File: src/rtl/noc_pkg.sv
// Shared NoC definitions: port indices, flit width and the output-arbiter state encoding.
package noc_pkg;

  localparam int unsigned LOCAL  = 0;
  localparam int unsigned NORTH  = 1;
  localparam int unsigned EAST   = 2;
  localparam int unsigned SOUTH  = 3;
  localparam int unsigned WEST   = 4;
  localparam int unsigned DATA_W = 8;

  typedef enum logic [1:0] {
    StIdle = 2'd0,
    StRd   = 2'd1,
    StCap  = 2'd2,
    StSend = 2'd3
  } arb_state_e;

endpackage

File: src/rtl/rr_pick.sv
// Combinational round-robin picker: first requester after ptr, wrapping modulo NUM_IN.
module rr_pick #(
  parameter int unsigned NUM_IN = 5,
  parameter int unsigned IDX_W  = 3
) (
  input  logic [NUM_IN-1:0] req,
  input  logic [IDX_W-1:0]  ptr,
  output logic [IDX_W-1:0]  idx,
  output logic              any_req
);

  always_comb begin
    idx     = '0;
    any_req = 1'b0;
    for (int unsigned k = 1; k <= NUM_IN; k++) begin
      if (!any_req && req[(32'(ptr) + k) % NUM_IN]) begin
        idx     = IDX_W'((32'(ptr) + k) % NUM_IN);
        any_req = 1'b1;
      end
    end
  end

endmodule

File: src/rtl/noc_output_arbiter.sv
// Round-robin scheduler for one router output: reads a granted input FIFO, then
// presents the flit downstream with valid/ready, allowing bounded bursts per grant.
module noc_output_arbiter #(
  parameter int unsigned NUM_IN    = 5,
  parameter int unsigned DATA_W    = noc_pkg::DATA_W,
  parameter int unsigned MAX_BURST = 4
) (
  input  logic                     clk,
  input  logic                     rst,
  input  logic [NUM_IN-1:0]        req,
  input  logic [NUM_IN*DATA_W-1:0] fifo_data,
  output logic [NUM_IN-1:0]        fifo_rd,
  output logic [DATA_W-1:0]        data_out,
  output logic                     valid_out,
  input  logic                     out_ready,
  output logic [2:0]               grant
);
  import noc_pkg::*;

  arb_state_e          state_q, state_d;
  logic [2:0]          ptr_q, ptr_d;
  logic [2:0]          grant_q, grant_d;
  logic [3:0]          burst_q, burst_d;
  logic [DATA_W-1:0]   data_q, data_d;
  logic                valid_q, valid_d;
  logic [NUM_IN-1:0]   rd_q, rd_d;
  logic [2:0]          pick_idx;
  logic                pick_any;

  rr_pick #(
    .NUM_IN (NUM_IN),
    .IDX_W  (3)
  ) u_rr_pick (
    .req     (req),
    .ptr     (ptr_q),
    .idx     (pick_idx),
    .any_req (pick_any)
  );

  always_comb begin
    state_d = state_q;
    ptr_d   = ptr_q;
    grant_d = grant_q;
    burst_d = burst_q;
    data_d  = data_q;
    valid_d = valid_q;
    rd_d    = '0;
    case (state_q)
      StIdle: begin
        if (pick_any) begin
          grant_d = pick_idx;
          burst_d = '0;
          state_d = StRd;
        end
      end
      StRd: state_d = StCap;
      StCap: begin
        // The FIFO updated its registered head on the RD edge, so it is stable here.
        data_d  = fifo_data[32'(grant_q) * DATA_W +: DATA_W];
        valid_d = 1'b1;
        state_d = StSend;
      end
      StSend: begin
        if (valid_q && out_ready) begin
          valid_d = 1'b0;
          if (req[grant_q] && (burst_q < 4'(MAX_BURST - 1))) begin
            burst_d = burst_q + 4'd1;
            state_d = StRd;
          end else begin
            ptr_d   = grant_q;
            state_d = StIdle;
          end
        end
      end
      default: state_d = StIdle;
    endcase
    // Strobe is registered, so it is driven for exactly the cycle spent in RD.
    if (state_d == StRd) begin
      rd_d[grant_d] = 1'b1;
    end
  end

  always_ff @(posedge clk) begin
    if (!rst) begin
      state_q <= StIdle;
      ptr_q   <= 3'(NUM_IN - 1);
      grant_q <= '0;
      burst_q <= '0;
      data_q  <= '0;
      valid_q <= 1'b0;
      rd_q    <= '0;
    end else begin
      state_q <= state_d;
      ptr_q   <= ptr_d;
      grant_q <= grant_d;
      burst_q <= burst_d;
      data_q  <= data_d;
      valid_q <= valid_d;
      rd_q    <= rd_d;
    end
  end

  assign fifo_rd   = rd_q;
  assign data_out  = data_q;
  assign valid_out = valid_q;
  assign grant     = grant_q;

endmodule
File: config.mk
export PLATFORM = sky130hd
export DESIGN_NAME = noc_output_arbiter
export DESIGN_NICKNAME = d
export VERILOG_FILES = /design/src/rtl/noc_pkg.sv /design/src/rtl/rr_pick.sv /design/src/rtl/noc_output_arbiter.sv
export SDC_FILE = /design/constraint.sdc
export NUM_CORES = 1
export LEC_CHECK = 0
export BUFFER_PORTS_ARGS = -buffer_cell sky130_fd_sc_hd__clkbuf_2
export CORE_MARGIN = 8
export CORE_UTILIZATION = 45
export DETAILED_ROUTE_END_ITERATION = 8
export PLACE_DENSITY = 0.69
export SLEW_MARGIN = 20
export SYNTH_ARGS = -nofsm -noshare
export SYNTH_HDL_FRONTEND = slang
export SYNTH_SLANG_ARGS = --single-unit
File: constraint.sdc
create_clock -name clk -period 4.78 [get_ports clk]
set_input_delay 0.717 -clock clk [delete_from_list [all_inputs] [get_ports clk]]
set_output_delay 0.717 -clock clk [all_outputs]
set_load 0.005 [all_outputs]
==> flow_summary_export.csv <==
group,metric,value,unit
status,outcome,"finished, final reports clean",
clock_tree,cts_buffer_depth,2,
timing,slew_headroom,48.79,%
route,dr.pass1.iters,4,
critical_path,crit_buf_inv,2,
floorplanning,ios,65,
yosys,yosys.area.top_type,"dfxtp_1",
clock_tree,cts_buffers,3,
timing,setup_viol,0,
route,detail-route-antenna-nets,0,
yosys,synth_seq_cells,26,
layout,drive_gt1_share,30.39,%
timing,period_minus_slack,4477,ps
critical_path,cp-start-kind,"flop",
yosys,ys_seq_area_share,16.04,%
power_and_ir_drop,powerDensity,162.3,nW/um^2
clock_tree,cts.sinks,26,
timing,setup_tns,0,ps
yosys,syn-cell-area,3244,um^2
timing,clock_skew,2.939,ps
floorplanning,die-area,10180,um^2
hold_path,holdPathStages,2,
route,via_per_inst,5.898,
job,max_cap_violations,0,
critical_path,cp.required,4970,ps
yosys,synth_edf_count,0,
yosys,syn_avg_cell_area,8.560,um^2
yosys,synth_ff_type,"dfxtp_1",
placement,hpwl,7.006,mm
yosys,yosys_warnings,0,
floorplanning,die_h,100.9,um
critical_path,cpMaxStageDelayCell,"a211oi_1",
grt,grt_pass1_vias,3227,
yosys,synth.area.top_cells,"dfxtp_1, ha_1, mux4_2",
placement,finalWeightedCongestion,0.9785,
power_and_ir_drop,cellLeakagePower,1.634,nW
critical_path,critPathMaxFanout,21,
route,wire_per_inst,16.37,um
clock_tree,htree_levels,1,
critical_path,crit_path_end_kind,"flop",
critical_path,reg2reg_depth,17,
layout,area_growth,16.27,%
route,dr.first_iter.drc_count,163,
hold_path,hp-class,"reg2reg",
layout,antenna_cells,0,
critical_path,path_depth,17,
timing,maxSlewViolCount,0,
floorplanning,start_util,45.71,%
route,via_count,3185,
timing,fin_crit_sh,93.66,%
floorplanning,fp.dieW,100.9,um
clock_tree,ctsHoldBuffers,0,
route,drc,0,
timing,worst_slew_pin_slew,767.1,ps
yosys,synthCells,379,
layout,fin_area,3772,um^2
grt,track_usage,17.44,%
grt,antenna_found_initial,0,
clock_tree,clock_latency,270,ps
critical_path,worstSetupPathType,"reg2reg",
grt,grt_max_degree,33,
yosys,yosys.area.top_type_share,16.04,%
grt,grt_pass1_wl,14.88,mm
yosys,netlist-cell-type-count,85,
route,drt-total-wl,8.842,mm
clock_tree,root_buffer,"clkbuf_8",
yosys,ys_async_sr_fraction,0,%
critical_path,crit_chain,"inv_2 > ha_1 > buf_4 > a211oi_1 > nor2_1 > ha_1 > nor2b_1 > o22ai_2 > nand2_1 > a2111oi_2 > a211o_1 > nand2_1 > a211o_1 > a32oi_1 > a31oi_1 > o31a_1 > nor3b_1",
clock_tree,path_clk_slew,90,ps
floorplanning,rows,31,
floorplanning,core-area,7098,um^2
critical_path,critPathMaxStageDelay,440,ps
critical_path,cp_data_arrival_time,4660,ps
power_and_ir_drop,ir_worst_vdd,0.0001451,V
timing,hold_viol,0,
critical_path,cp_top_family,"compound AO/OA/AOI/OAI gates",
placement,portBuffers,64,
grt,grt-ovfl-total,0,
placement,post_dp_cell_area,3633,um^2
yosys,yosysMostFrequentCell,"nor2_1",
clock_tree,tritoncts,"done",
yosys,synth_common_cells,"nor2_1, ha_1, dfxtp_1, nand2_1, inv_1",
timing,max_freq,0.2234,GHz
layout,nNetsFinal,518,
yosys,synth_nets,455,
==> final cells by class <==
type                       instances  area, um^2
fill                             680        3326
multi-input combinational        309        2517
sequential                        26       521.8
timing repair buffer              80       452.9
tap                               99       123.9
inverter                          22       85.08
clock buffer                       3       41.29
clock inverter                     1       30.03
==> routing by layer <==
layer	global-route usage, %	vias to the layer above	share of wire [%]
met1	22.19	1496	45
li1	-	1567	-
met4	4.009	0	0.83
met5	0	-	0
met3	3.384	8	7.6
met2	29.44	114	46
==> registers in the layout, summed over array words and instances (netlist names) <==
signal,count
burst_q,4
data_out,8
fifo_rd,5
grant,3
ptr_q,3
state_q,2
valid_out,1
==> cell usage in the layout (no fill, tap or decap), drive strengths merged, types with 9 or more instances in the layout <==
cell     n
a211oi  11
a21oi   16
a22oi    9
buf     16
clkbuf  67
dfxtp   26
ha      27
inv     21
mux2i   12
mux4     9
nand2   26
nand3   10
nor2    37
nor3    11
o21ai   12
xnor2   10
==> cell families (layout without fill, tap and decap cells) <==
logic type,count (synthesis),count (layout),share of synthesized area (%)
muxes,23,23,10.88
and+or+nand+nor,134,134,22.06
DFF,26,26,16.04
xor gates and xnor gates,11,11,4.358
buffers and inverters,44,106,7.558
AOI/OAI and AO/OA,113,113,28.08
adders and majority gates,28,28,11.03
==> timing repair <==
| action | in CTS | in global routing |
|---|---|---|
| gates resized for setup | 1 | 8 |
| setup endpoints to repair | 4 | 13 |
| buffers inserted | 0 | 2 |
| pin swaps | 0 | 1 |
| gates cloned | 0 | 0 |
==> power by group <==
group | total, mW | switching, mW | internal, mW
clock network | 0.182 | 0.0699 | 0.112
registers | 0.253 | 0.0204 | 0.233
logic | 0.177 | 0.0838 | 0.0934
total | 0.612 | 0.174 | 0.438
==> worst paths after layout <==
path	start	endpoint	slack, ps
worst max-delay path	ptr_q[1]$_SDFFE_PN0P_	fifo_rd[3]$_SDFF_PN0_	300
worst max register to register	ptr_q[1]$_SDFFE_PN0P_	fifo_rd[3]$_SDFF_PN0_	300
worst min-delay path	burst_q[3]$_SDFFE_PN0P_	burst_q[3]$_SDFFE_PN0P_	490
worst min register to register	burst_q[3]$_SDFFE_PN0P_	burst_q[3]$_SDFFE_PN0P_	490
==> worst reg2reg max path, stage by stage, from the launching register on <==
cell	delay, ps
dfxtp_2	410
inv_2	120
ha_1	360
buf_4	240
a211oi_1	440
nor2_1	120
ha_1	270
nor2b_1	170
o22ai_2	220
nand2_1	170
a2111oi_2	350
a211o_1	270
nand2_1	130
a211o_1	280
a32oi_1	180
a31oi_1	120
o31a_1	320
nor3b_1	230
==> metrics by stage <==
| stage | util, % | cells | hold WS [ps] | power (mW) | worst slack (ps) |
|---|---|---|---|---|---|
| floorplan | - | 379 | 432.1 | 0.3679 | 16.37 |
| CTS | 52.28 | 538 | 491.5 | 0.6063 | 70.50 |
| global placement | 51.19 | 534 | 461.6 | 0.4206 | 174.1 |
| finish | 53.15 | 540 | 494.6 | 0.6122 | 303.1 |
| global route | 53.15 | 540 | 513.2 | 0.6468 | -2.346 |
| detailed placement | 51.19 | 534 | 468.6 | 0.4234 | 13.21 |
No activity file was read; power rests on OpenSTA's default activity.
